--- src/rtl/uart_csr_bank.sv ---
// uart_csr_bank
// Control/status register bank for NCH UART channels. Each channel has
// CTRL, STATUS (sticky, write-1-to-clear), IEN and BAUD registers. The bank
// also produces a one-cycle TX start strobe and a registered level interrupt
// per channel. Bus reads are registered: data appears one cycle after rd_en.
module uart_csr_bank #(
  parameter int         NCH      = 2,
  parameter logic [7:0] BAUD_RST = 8'd26,
  localparam int        AW       = (($clog2(NCH) + 2) < 3) ? 3 : ($clog2(NCH) + 2)
) (
  input  logic             clk,
  input  logic             rst,
  input  logic             init,
  input  logic [AW-1:0]    addr,
  input  logic             wr_en,
  input  logic             rd_en,
  input  logic [7:0]       wdata,
  output logic [7:0]       rdata,
  input  logic [NCH-1:0]   tx_active,
  input  logic [NCH-1:0]   tx_done,
  input  logic [NCH-1:0]   rx_done,
  output logic [8*NCH-1:0] ctrl_o,
  output logic [8*NCH-1:0] baud_o,
  output logic [NCH-1:0]   tx_start,
  output logic [NCH-1:0]   irq
);

  localparam int         CW          = AW - 2;
  localparam logic [1:0] REG_CTRL    = 2'd0;
  localparam logic [1:0] REG_STATUS  = 2'd1;
  localparam logic [1:0] REG_IEN     = 2'd2;
  localparam logic [1:0] REG_BAUD    = 2'd3;
  // STATUS bits that are sticky / maskable: RXDONE, TXDONE, RXOVR
  localparam logic [7:0] STICKY_MASK = 8'hD0;

  // Sticky bit update: a set in the same cycle as a clear wins.
  function automatic logic sticky_next(input logic cur, input logic set, input logic clr);
    return set | (cur & ~clr);
  endfunction

  // CTRL bit0 (TX_GO) is never stored, so only bits [7:1] are kept.
  logic [NCH-1:0][6:0] ctrl_q;
  logic [NCH-1:0][7:0] ien_q;
  logic [NCH-1:0][7:0] baud_q;
  logic [NCH-1:0]      rxdone_q;
  logic [NCH-1:0]      txdone_q;
  logic [NCH-1:0]      rxovr_q;
  logic [NCH-1:0][7:0] status_w;

  logic [CW-1:0]       ch_sel;
  logic [1:0]          reg_sel;
  logic [NCH-1:0]      hit;
  logic [NCH-1:0]      w_ctrl;
  logic [NCH-1:0]      w_stat;
  logic [NCH-1:0]      w_ien;
  logic [NCH-1:0]      w_baud;
  logic [NCH-1:0]      go;
  logic [7:0]          rd_val;

  assign ch_sel  = addr[AW-1:2];
  assign reg_sel = addr[1:0];

  // Channel decode; channel indices >= NCH match nothing, so their writes
  // are dropped and their reads fall through to zero.
  always_comb begin
    hit = '0;
    for (int c = 0; c < NCH; c++) begin
      hit[c] = (ch_sel == CW'(c));
    end
  end

  assign w_ctrl = hit & {NCH{wr_en && (reg_sel == REG_CTRL)}};
  assign w_stat = hit & {NCH{wr_en && (reg_sel == REG_STATUS)}};
  assign w_ien  = hit & {NCH{wr_en && (reg_sel == REG_IEN)}};
  assign w_baud = hit & {NCH{wr_en && (reg_sel == REG_BAUD)}};

  // A GO request is accepted only if the written TX_EN is set and the
  // transmitter is idle at that moment; otherwise it is silently dropped.
  assign go = w_ctrl & {NCH{wdata[0] & wdata[2]}} & ~tx_active;

  // Assemble the readable STATUS word, with TXACT as a live copy.
  always_comb begin
    for (int c = 0; c < NCH; c++) begin
      status_w[c] = {rxdone_q[c], txdone_q[c], tx_active[c], rxovr_q[c], 4'b0000};
    end
  end

  // Read mux over the current (pre-write) register contents.
  always_comb begin
    rd_val = '0;
    for (int c = 0; c < NCH; c++) begin
      if (hit[c]) begin
        case (reg_sel)
          REG_CTRL:   rd_val = {ctrl_q[c], 1'b0};
          REG_STATUS: rd_val = status_w[c];
          REG_IEN:    rd_val = ien_q[c];
          REG_BAUD:   rd_val = baud_q[c];
          default:    rd_val = '0;
        endcase
      end
    end
  end

  // Drive the packed per-channel CTRL view; TX_GO always reads back as 0.
  always_comb begin
    for (int c = 0; c < NCH; c++) begin
      ctrl_o[8*c +: 8] = {ctrl_q[c], 1'b0};
    end
  end

  assign baud_o = baud_q;

  // Configuration registers: CTRL, IEN and BAUD.
  always_ff @(posedge clk or posedge rst) begin
    if (rst) begin
      ctrl_q <= '0;
      ien_q  <= '0;
      baud_q <= {NCH{BAUD_RST}};
    end else if (init) begin
      ctrl_q <= '0;
      ien_q  <= '0;
      baud_q <= {NCH{BAUD_RST}};
    end else begin
      for (int c = 0; c < NCH; c++) begin
        if (w_ctrl[c]) ctrl_q[c] <= wdata[7:1];
        if (w_ien[c])  ien_q[c]  <= wdata & STICKY_MASK;
        if (w_baud[c]) baud_q[c] <= wdata;
      end
    end
  end

  // Sticky status bits; RXOVR looks at RXDONE before this cycle's clear.
  always_ff @(posedge clk or posedge rst) begin
    if (rst) begin
      rxdone_q <= '0;
      txdone_q <= '0;
      rxovr_q  <= '0;
    end else if (init) begin
      rxdone_q <= '0;
      txdone_q <= '0;
      rxovr_q  <= '0;
    end else begin
      for (int c = 0; c < NCH; c++) begin
        rxdone_q[c] <= sticky_next(rxdone_q[c], rx_done[c], w_stat[c] & wdata[7]);
        txdone_q[c] <= sticky_next(txdone_q[c], tx_done[c], w_stat[c] & wdata[6]);
        rxovr_q[c]  <= sticky_next(rxovr_q[c], rx_done[c] & rxdone_q[c],
                                   w_stat[c] & wdata[4]);
      end
    end
  end

  // Registered interrupt from the stored status and enable mask.
  always_ff @(posedge clk or posedge rst) begin
    if (rst) begin
      irq <= '0;
    end else if (init) begin
      irq <= '0;
    end else begin
      for (int c = 0; c < NCH; c++) begin
        irq[c] <= |(status_w[c] & ien_q[c] & STICKY_MASK);
      end
    end
  end

  // One-cycle TX start strobe following an accepted GO write.
  always_ff @(posedge clk or posedge rst) begin
    if (rst) begin
      tx_start <= '0;
    end else if (init) begin
      tx_start <= '0;
    end else begin
      tx_start <= go;
    end
  end

  // Registered read data; holds its value between reads.
  always_ff @(posedge clk or posedge rst) begin
    if (rst) begin
      rdata <= '0;
    end else if (init) begin
      rdata <= '0;
    end else if (rd_en) begin
      rdata <= rd_val;
    end
  end

endmodule

--- config.mk ---
export PLATFORM = sky130hd
export DESIGN_NAME = uart_csr_bank
export DESIGN_NICKNAME = d
export VERILOG_FILES = /design/src/rtl/uart_csr_bank.sv
export SDC_FILE = /design/constraint.sdc
export NUM_CORES = 1
export LEC_CHECK = 0
export BUFFER_PORTS_ARGS = -buffer_cell sky130_fd_sc_hd__buf_2
export CAP_MARGIN = 20
export CORE_AREA = 4 4 89 91
export CTS_BUF_LIST = sky130_fd_sc_hd__clkbuf_8
export CTS_CLUSTER_SIZE = 24
export DETAILED_ROUTE_END_ITERATION = 8
export DIE_AREA = 0 0 93 95
export GPL_TIMING_DRIVEN = 0
export MAX_ROUTING_LAYER = met4
export PLACE_DENSITY_LB_ADDON = 0.15
export SLEW_MARGIN = 20
export SYNTH_ARGS = -nofsm -noshare
export SYNTH_HDL_FRONTEND = slang
export SYNTH_SLANG_ARGS = --single-unit
--- constraint.sdc ---
create_clock -name clk -period 1.7 [get_ports clk]
set_clock_uncertainty 0.1 [all_clocks]
set_input_delay 0.34 -clock clk [delete_from_list [all_inputs] [get_ports clk]]
set_output_delay 0.34 -clock clk [all_outputs]
set_load 0.01 [all_outputs]
==> results.py, run 1 <==
metrics = {
    "clock_tree": {
        "clk_path_buf_depth": 2,
        "cts_tree": "built",
        "clock-sinks": 54,
        "root_buffer": "clkbuf_8",
        "clk_latency_ns": 0.31,
        "cts_setup_buffers": 0,
        "clkSlewWorstSetupHoldPaths_ns": 0.10,
        "numCtsBuffers": 5,
        "cts_max_level": 2,
    },
    "yosys": {
        "synth_top_family_by_area": "simple AND/OR/NAND/NOR gates",
        "yosysWarnings": 0,
        "netlist_area_mm2": 0.00264,
        "synthAdderAreaFrac_pct": 0,
        "yosys.area_share.simple_pct": 19.5,
        "async_flop_share_pct": 100,
        "muxShareOfSynthArea_pct": 7.35,
        "yosysSeqAreaShare_pct": 51.5,
        "yosys.area.top_type_share_pct": 45.5,
        "synthCells": 275,
        "yosysTopAreaCell": "dfrtp_1",
        "yosys.cell_types.count": 39,
        "synth_edf_count": 0,
        "synth-xor-area-share_pct": 0,
        "synth_area_leaders": "dfrtp_1 46%, nand2_1 7.5%, mux2i_1 6.1%, dfstp_2 6.0%, a21oi_1 5.5%",
        "avgSynthCellArea_um2": 9.59,
        "synth_compound_area_share_pct": 15.8,
        "ys_seq_elements": 54,
        "synth_ff_type": "dfrtp_1",
    },
    "final_layout": {
        "nets": 364,
        "areaGrowthSynthToFinish_pct": 21.1,
        "final_cell_mix": "62 x buf_2, 53 x nand2_1, 48 x dfrtp_1",
        "multi_input_area_mm2": 0.00114,
        "antenna_cells": 0,
        "final_area_mm2": 0.00319,
        "fillers": 753,
        "area.sequential_mm2": 0.00136,
        "final_common_cell": "buf_2",
        "drive_above_1_share_pct": 27.7,
    },
    "sta": {
        "finalCriticalPeriod_ns": 1.50,
        "hold_slack_ns": -0.0108,
        "fin_crit_sh_pct": 88.2,
        "finalSetupViolations": 0,
        "worst_pin_slew_ns": 0.683,
        "drv_slew": 0,
        "maxSlewHeadroom_pct": 54.3,
        "fin_ws_ns": 0.200,
        "rsz0062_at_grt": "no",
        "fmax_ghz": 0.667,
        "hold_viol": 13,
    },
    "worst_hold_path": {
        "hp-class": "in2async",
    },
    "grt": {
        "gr-usage-met3_pct": 4.06,
        "grt_pass1_wl_um": 12600,
        "top_usage_layer": "met2",
        "grt_pass1_vias": 2320,
        "grtUsageMet2_pct": 29.0,
        "grt_remaining_overflow": 0,
        "grt_use_met1_pct": 26.3,
        "track_usage_pct": 19.1,
        "grt_max_degree": 30,
        "antenna_found_initial": 0,
    },
    "pwr": {
        "powerDensity_mw_per_mm2": 804,
        "swShare_pct": 26.7,
        "p_switching_w": 0.000684,
        "leakage_nw": 1.50,
        "p_clk_share_pct": 34.1,
        "p_int_w": 0.00188,
        "seq_power_share_pct": 52.9,
        "comb_power_share_pct": 13.0,
        "ir_worst_vdd_mv": 0.310,
    },
    "status": {
        "status": "finished with violations",
        "violations": "hold timing",
    },
    "placement": {
        "dpl-instance-area_mm2": 0.00308,
        "port_buffers": 58,
        "place_ws_ns": -0.226,
        "routabilityCongestion": 0.818,
        "hpwlAfterDp_um": 5580,
    },
    "route": {
        "drt_iter0_markers": 153,
        "vias": 2318,
        "wl_per_cell_um": 17.8,
        "drc": 0,
        "wirelength_um": 7870,
        "ant_nets": 0,
        "routed_via_density": 5.24,
        "dr.pass1.iters": 4,
    },
    "run": {
        "maxCapViolCount": 0,
    },
    "die": {
        "die_w_um": 93,
        "row_count": 31,
        "die_area_mm2": 0.00884,
        "num_io_pins": 66,
        "die_y_um": 95,
        "core_region_area_mm2": 0.00714,
        "initial_core_util_pct": 37.0,
    },
    "setup_path": {
        "critPathLaunchType": "input pin",
        "worstPathRequired_ns": 1.85,
        "r2r_slack_ns": 0.22,
        "cp_max_fo": 10,
        "arrival_ns": 1.65,
        "end_kind": "flip-flop",
        "crit_type": "in2reg",
        "ff2ff_path_depth": 4,
    },
}
-- metrics by stage --
| stage | utilization [%] | std cells | setup TNS (ns) | total power [W] | hold WS (ns) |
|---|---|---|---|---|---|
| 2_1_floorplan | - | 276 | 0 | 0.00158 | 0.306 |
| 3_3_place_gp | 42.9 | 433 | -1.99 | 0.00171 | 0.384 |
| 3_5_place_dp | 43.1 | 434 | -2.30 | 0.00172 | 0.345 |
| 4_1_cts | 44.7 | 442 | 0 | 0.00258 | 0.00460 |
| 5_1_grt | 44.8 | 442 | 0 | 0.00269 | 0.0184 |
| 6_report | 44.8 | 442 | 0 | 0.00257 | -0.0108 |
-- state kept, by name, summed over array words and instances (netlist names) --
signal    count
baud_o       16
ctrl_o       14
rxdone_q      2
rdata         8
ien_q         6
irq           2
rxovr_q       2
txdone_q      2
tx_start      2
-- cells in the mapped netlist, types with 5 or more instances --
| cell type | count |
|---|---|
| nand2_1 | 53 |
| dfrtp_1 | 48 |
| a21oi_1 | 29 |
| nor2b_1 | 5 |
| clkbuf_1 | 10 |
| buf_4 | 8 |
| nand2b_1 | 9 |
| nor2_1 | 23 |
| nand3_1 | 5 |
| dfstp_2 | 6 |
| inv_1 | 5 |
| a221oi_1 | 7 |
| mux2i_1 | 16 |
-- critical path: stages --
cell and delay (ns):
buf_2 0.11, buf_4 0.17, buf_4 0.18, nor3_2 0.57
nand2_1 0.13, a21oi_1 0.14
-- power groups by stage --
stage	Sequential [W]	Combinational (W)	Clock, W
floorplan	0.00139	0.000193	0
global placement	0.00138	0.000328	0
detailed placement	0.00138	0.000335	0
CTS	0.00136	0.000336	0.000892
global route	0.00136	0.000372	0.000957
finish	0.00136	0.000334	0.000876
-- logic make-up after synthesis --
kind of cell / Yosys count
simple gates: 110
mux: 19
other cells: 1
compound gates: 63
buf+inv: 28
flops: 54
-- path summary, 6_finish.rpt --
| check | end | from |
|---|---|---|
| min in group clk | tx_start[1] | tx_active[1] |
| setup reg to reg | rdata[4] | rxovr_q[1] |
| hold / removal | irq[1] | rst |
| max in group asynchronous | baud_o[1] | rst |
| hold reg to reg | baud_o[9] | baud_o[9] |
| setup / recovery | ctrl_o[4] | addr[0] |
-- cell type report --
cell class / instances / area share (%)
Clock inverter: 3 / 1.29
Timing Repair Buffer: 59 / 9.71
Tap cell: 99 / 3.88
Inverter: 5 / 0.705
Buffer: 23 / 4.03
Sequential cell: 54 / 42.5
Multi-Input combinational cell: 194 / 35.7
Clock buffer: 5 / 2.15
-- layer usage --
metal	share of wire, %	up-vias
met3	9.1	5
met4	0.76	0
met5	0	-
met1	45	1128
li1	-	1089
met2	45	96
-- repair_timing --
item / CTS / global route
hold buffers: 0 / 0
endpoints found under the setup margin: 0 / 4
resized for setup: 0 / 1
Power figures use the tool's default switching activity.
==> run 2: changes to the inputs <==
--- a/config.mk
+++ b/config.mk
@@ -5,6 +5,7 @@
 export SDC_FILE = /design/constraint.sdc
 export NUM_CORES = 1
 export LEC_CHECK = 0
+export ABC_AREA = 1
 export BUFFER_PORTS_ARGS = -buffer_cell sky130_fd_sc_hd__buf_2
 export CAP_MARGIN = 20
 export CORE_AREA = 4 4 89 91
@@ -13,7 +14,6 @@
 export DETAILED_ROUTE_END_ITERATION = 8
 export DIE_AREA = 0 0 93 95
 export GPL_TIMING_DRIVEN = 0
-export MAX_ROUTING_LAYER = met4
 export PLACE_DENSITY_LB_ADDON = 0.15
 export SLEW_MARGIN = 20
 export SYNTH_ARGS = -nofsm -noshare
==> run 2 against run 1 <==
Compared with the run above:
- the run still ends with hold timing left
- register-to-register slack better by 0.29 ns
- die area unchanged
- hold slack barely moved
- clock power decreased by 20%
- routed wire length down 0.57%
- cell count increased by 17%
- sequential power is 8% higher
- sequential share of layout area shrank 0.22 points
- global-route usage down 0.21 points
- critical path depth increased by 2
- core utilization increased by 0.23 points
- clock-buffer cell count did not move
==> results.py, run 2 <==
metrics = {
    "clock_tree": {
        "cts_max_level": 2,
        "cts_setup_buffers": 0,
        "post_cts_resized": 0,
        "numCtsBuffers": 5,
        "hold_buffers": 0,
        "clk_latency_ns": 0.31,
        "cts_tree": "built",
        "root_buffer": "clkbuf_8",
        "clock-sinks": 54,
        "clkSlewWorstSetupHoldPaths_ns": 0.09,
        "clk_path_buf_depth": 2,
    },
    "route": {
        "wirelength_um": 7830,
        "dr.pass1.iters": 4,
        "wl_per_cell_um": 15.1,
        "drc": 0,
        "drt_iter0_markers": 129,
        "ant_nets": 0,
        "routed_via_density": 4.82,
        "vias": 2491,
    },
    "setup_path": {
        "crit_chain": "buf_2 > inv_1 > nand2_2 > inv_4 > nand3_2 > nand2_2 > nand2_1 > o21ai_0",
        "ff2ff_path_depth": 6,
        "crit_slowest_cell": "nand2_2",
        "end_kind": "flip-flop",
        "crit_top_cell": "nand2_2",
        "path_delay_family": "simple AND/OR/NAND/NOR gates",
        "cp_max_fo": 10,
        "crit_type": "in2reg",
        "reg2reg_from": "baud_o[12]",
        "arrival_ns": 1.65,
        "crit_start": "addr[0]",
        "regToRegEndpoint": "rdata[4]",
        "critPathLaunchType": "input pin",
        "endpoint": "ctrl_o[6]",
        "cp_num_buf_inv": 3,
        "worst_path_largest_cell_delay_ns": 0.29,
        "worstPathRequired_ns": 1.84,
        "r2r_slack_ns": 0.51,
        "critical_path_depth": 8,
    },
    "yosys": {
        "async_flop_share_pct": 100,
        "yosysSeqAreaShare_pct": 50.9,
        "synthCells": 347,
        "yosysTopAreaCell": "dfrtp_1",
        "yosysWarnings": 0,
        "yosys.cell_types.count": 25,
        "synth_edf_count": 0,
        "synth_area_leaders": "dfrtp_1 45%, nand2_1 16%, nand3_1 7.3%, dfstp_2 5.9%, inv_1 5.6%",
        "synth_ff_type": "dfrtp_1",
        "netlist_top_cells_count": "113 x nand2_1, 48 x dfrtp_1, 40 x inv_1",
        "ys_seq_elements": 54,
        "yosys.area.top_type_share_pct": 45.0,
        "synth.most_common_cell": "nand2_1",
        "netlist_area_mm2": 0.00267,
        "avgSynthCellArea_um2": 7.69,
    },
    "sta": {
        "drv_slew": 0,
        "fin_crit_sh_pct": 88.8,
        "finalCriticalPeriod_ns": 1.51,
        "rsz0062_at_grt": "no",
        "maxSlewHeadroom_pct": 57.9,
        "hold_viol": 9,
        "finalSetupViolations": 0,
        "fmax_ghz": 0.663,
        "worst_pin_slew_ns": 0.631,
        "fin_ws_ns": 0.191,
        "hold_slack_ns": -0.0109,
    },
    "placement": {
        "routabilityCongestion": 0.838,
        "port_buffers": 61,
        "place_ws_ns": -0.0682,
        "dp_cells": 509,
        "hpwlAfterDp_um": 5820,
    },
    "pwr": {
        "leakage_nw": 1.74,
        "p_int_w": 0.00186,
        "seq_power_share_pct": 54.7,
        "p_clk_share_pct": 26.1,
        "comb_power_share_pct": 19.2,
        "ir_worst_vdd_mv": 0.435,
        "swShare_pct": 30.9,
        "p_switching_w": 0.000830,
        "powerDensity_mw_per_mm2": 837,
    },
    "grt": {
        "antenna_found_initial": 0,
        "grt_pass1_wl_um": 12900,
        "track_usage_pct": 18.9,
        "grt_max_degree": 29,
        "grt_pass1_vias": 2519,
        "grt_remaining_overflow": 0,
    },
    "die": {
        "num_io_pins": 66,
        "die_area_mm2": 0.00884,
        "row_count": 31,
        "core_region_area_mm2": 0.00714,
        "die_w_um": 93,
        "initial_core_util_pct": 37.4,
        "die_y_um": 95,
    },
    "final_layout": {
        "final_cell_mix": "113 x nand2_1, 65 x buf_2, 48 x dfrtp_1",
        "fillers": 783,
        "drive_above_1_share_pct": 23.9,
        "nets": 439,
        "final_common_cell": "nand2_1",
        "antenna_cells": 0,
        "stdcell_count": 517,
        "largest_register_ffs": 16,
        "fin_util_pct": 45.0,
        "areaGrowthSynthToFinish_pct": 20.2,
    },
    "status": {
        "status": "finished with violations",
        "violations": "hold timing",
    },
    "run": {
        "maxCapViolCount": 0,
    },
    "worst_hold_path": {
        "hp-class": "in2async",
    },
}
## run 2: logic make-up after synthesis
group,Yosys count,share of synthesized area (%)
compound gates,52,11.0
simple gates,183,28.8
flops,54,50.9
other cells,1,0.140
buf+inv,57,9.23
## run 2: power by group through the flow
stage | clock [W] | combinational (W) | sequential, W
floorplan | 0 | 0.000271 | 0.00152
global placement | 0 | 0.000508 | 0.00149
detailed placement | 0 | 0.000518 | 0.00149
CTS | 0.000711 | 0.000520 | 0.00147
global route | 0.000763 | 0.000587 | 0.00148
finish | 0.000702 | 0.000516 | 0.00147
## run 2: worst min-delay path by stage
stage / end / slack (ns)
finish: irq[1] / -0.01
CTS: irq[1] / 0.02
global placement: rdata[4] / 0.36
detailed placement: irq[1] / 0.35
global route: irq[1] / 0.04
floorplan: baud_o[0] / 0.31
## run 2: cell type report
type | instances | area [um2] | share of cell area, %
Multi-Input combinational cell | 237 | 1070 | 33.3
Clock buffer | 5 | 68.8 | 2.14
Tap cell | 99 | 124 | 3.86
Clock inverter | 3 | 15.0 | 0.468
Inverter | 45 | 178 | 5.53
Timing Repair Buffer | 62 | 325 | 10.1
Sequential cell | 54 | 1360 | 42.3
Buffer | 12 | 72.6 | 2.26
## run 2: metal layers
metal  GRT usage [%]  part of all wire [%]
met5               0                     0
met4            5.37                  0.61
met3            3.43                   5.4
met2            30.4                    48
met1            26.2                    46
## run 2: metrics by stage
step | setup TNS [ns] | total power, W | instance area (um2) | hold WS (ns)
6_report | 0 | 0.00269 | 3210 | -0.0109
5_1_grt | 0 | 0.00283 | 3210 | 0.0399
4_1_cts | 0 | 0.00270 | 3210 | 0.0175
3_5_place_dp | -0.383 | 0.00201 | 3130 | 0.351
3_3_place_gp | -0.353 | 0.00200 | 3110 | 0.363
2_1_floorplan | 0 | 0.00179 | 2680 | 0.306
==> run 3: changes to the inputs <==
--- a/config.mk
+++ b/config.mk
@@ -7,7 +7,6 @@
 export LEC_CHECK = 0
 export ABC_AREA = 1
 export BUFFER_PORTS_ARGS = -buffer_cell sky130_fd_sc_hd__buf_2
-export CAP_MARGIN = 20
 export CORE_AREA = 4 4 89 91
 export CTS_BUF_LIST = sky130_fd_sc_hd__clkbuf_8
 export CTS_CLUSTER_SIZE = 24
==> constraint.sdc (replaced) <==
create_clock -name clk -period 1.7 [get_ports clk]
set_clock_uncertainty 0.1 [all_clocks]
set_input_delay 0.17 -clock clk [delete_from_list [all_inputs] [get_ports clk]]
set_output_delay 0.17 -clock clk [all_outputs]
set_load 0.01 [all_outputs]
==> run 3 against run 2 <==
Compared with the run above:
- the run now ends clean
- clock power rose by 5.4%
- worst setup slack improved by 0.23 ns
- clock-buffer cell count rose by 1
- global-route usage hardly changed
- hold slack improved by 0.033 ns
- routed wire length shrank 1.5%
- core utilization up 0.79 points
- critical path depth unchanged
- flip-flop and latch count unchanged
- non-clock buffer count increased by 6
- sequential share of layout area fell by 0.73 points
- combinational power barely moved
==> results.py, run 3 (same netlist as run 2, synthesis figures left out) <==
metrics = {
    "placement": {
        "port_buffers": 61,
        "hpwlAfterDp_um": 5690,
        "routabilityCongestion": 0.841,
    },
    "sta": {
        "fmax_ghz": 0.779,
        "finalSetupViolations": 0,
        "hold_viol": 0,
        "maxSlewHeadroom_pct": 55.0,
        "fin_crit_sh_pct": 75.5,
        "rsz0062_at_grt": "no",
        "drv_slew": 0,
        "finalCriticalPeriod_ns": 1.28,
        "worst_pin_slew_ns": 0.675,
    },
    "worst_hold_path": {
        "hold_depth": 3,
        "hp-class": "in2reg",
    },
    "grt": {
        "grt_remaining_overflow": 0,
        "antenna_found_initial": 0,
        "grt_pass1_vias": 2549,
        "track_usage_pct": 18.9,
        "grt_pass1_wl_um": 12900,
        "grt_max_degree": 55,
    },
    "setup_path": {
        "end_kind": "flip-flop",
        "path_delay_family": "simple AND/OR/NAND/NOR gates",
        "cp_max_fo": 10,
        "crit_top_cell": "nand2_2",
        "worstPathRequired_ns": 1.83,
        "ff2ff_path_depth": 6,
        "worst_path_largest_cell_delay_ns": 0.26,
        "cp_num_buf_inv": 3,
        "critPathLaunchType": "input pin",
        "arrival_ns": 1.41,
        "crit_slowest_cell": "nand2_2",
        "critical_path_depth": 8,
        "crit_type": "in2reg",
        "crit_chain": "buf_2 > inv_1 > nand2_2 > inv_4 > nand3_2 > nand2_2 > nand2_1 > o21ai_0",
    },
    "clock_tree": {
        "clock-sinks": 54,
        "hold_buffers": 7,
        "numCtsBuffers": 5,
        "cts_tree": "built",
        "post_cts_resized": 0,
        "clkSlewWorstSetupHoldPaths_ns": 0.10,
        "cts_max_level": 2,
        "clk_path_buf_depth": 2,
        "root_buffer": "clkbuf_8",
        "cts_setup_buffers": 0,
        "clk_latency_ns": 0.30,
    },
    "route": {
        "wirelength_um": 7710,
        "wl_per_cell_um": 14.7,
        "ant_nets": 0,
        "routed_via_density": 4.83,
        "vias": 2528,
        "dr.pass1.iters": 4,
        "drc": 0,
        "drt_iter0_markers": 107,
    },
    "pwr": {
        "ir_worst_vdd_mv": 0.394,
        "power_w": 0.00273,
        "seq_power_share_pct": 53.8,
        "comb_power_share_pct": 19.0,
        "leakage_nw": 1.77,
        "p_int_w": 0.00190,
        "p_switching_w": 0.000822,
        "powerDensity_mw_per_mm2": 835,
        "swShare_pct": 30.1,
        "p_clk_share_pct": 27.1,
    },
    "final_layout": {
        "final_cell_mix": "113 x nand2_1, 65 x buf_2, 48 x dfrtp_1",
        "nets": 445,
        "antenna_cells": 0,
        "fin_util_pct": 45.8,
        "final_common_cell": "nand2_1",
        "drive_above_1_share_pct": 23.6,
        "largest_register_ffs": 16,
        "areaGrowthSynthToFinish_pct": 22.4,
    },
    "die": {
        "row_count": 31,
        "initial_core_util_pct": 37.4,
        "num_io_pins": 66,
        "core_region_area_mm2": 0.00714,
        "die_area_mm2": 0.00884,
        "die_y_um": 95,
        "die_w_um": 93,
    },
    "status": {
        "status": "finished, final reports clean",
    },
    "run": {
        "maxCapViolCount": 0,
    },
}
## run 3: changes by cell type in the layout (fill, tap and decap cells not counted)
cell           delta
dlygate4sd3_1     +7
clkinv_2          +1
inv_4             +1
clkbuf_8          +1
inv_1             -1
buf_12            -1
clkinvlp_4        -2
## run 3: power by group through the flow
stage / logic, W / registers [W] / clock network (W)
detailed placement: 0.000511 / 0.00149 / 0
CTS: 0.000525 / 0.00147 / 0.000755
global route: 0.000594 / 0.00148 / 0.000801
finish: 0.000519 / 0.00147 / 0.000740
floorplan: 0.000270 / 0.00152 / 0
global placement: 0.000506 / 0.00149 / 0
## run 3: layout make-up
class,instances,area [um2]
Sequential cell,54,1360
Clock buffer,6,82.6
Inverter,45,176
Timing Repair Buffer,68,375
Tap cell,99,124
Buffer,12,72.6
Fill cell,772,3870
Clock inverter,2,8.76
Multi-Input combinational cell,237,1070
## run 3: worst paths after layout
check / to / from / slack (ns)
worst max-delay path: ctrl_o[7] / addr[0] / 0.42
worst min-delay path: tx_start[0] / wdata[2] / 0.02
worst max register to register: rdata[4] / baud_o[12] / 0.51
worst min register to register: rdata[4] / rdata[4] / 0.39
max in group asynchronous: baud_o[0] / rst / 0.63
min in group asynchronous: irq[1] / rst / 0.41
## run 3: worst min-delay path, delay by kind of cell
kind	cells	cell delay [ns]
and+or+nand+nor	2	0.12
buffers and inverters	1	0.11
## run 3: stage by stage
stage               hold slack (ns)  cells  worst slack, ns  TNS (ns)  instance area, um2
floorplan                     0.143    348            0.125         0                2670
global placement              0.274    508           -0.648    -31.87                3100
detailed placement            0.222    508            0.103         0                3110
CTS                          0.0153    523            0.418         0                3270
global route                 0.0205    523            0.280         0                3270
finish                       0.0222    523            0.416         0                3270
## run 3: per-layer routing
metal / GRT usage (%) / wire length, um
met2: 29.6 / 3710
met5: 0 / 0
met1: 26.1 / 3550
met3: 3.59 / 345
met4: 6.59 / 99
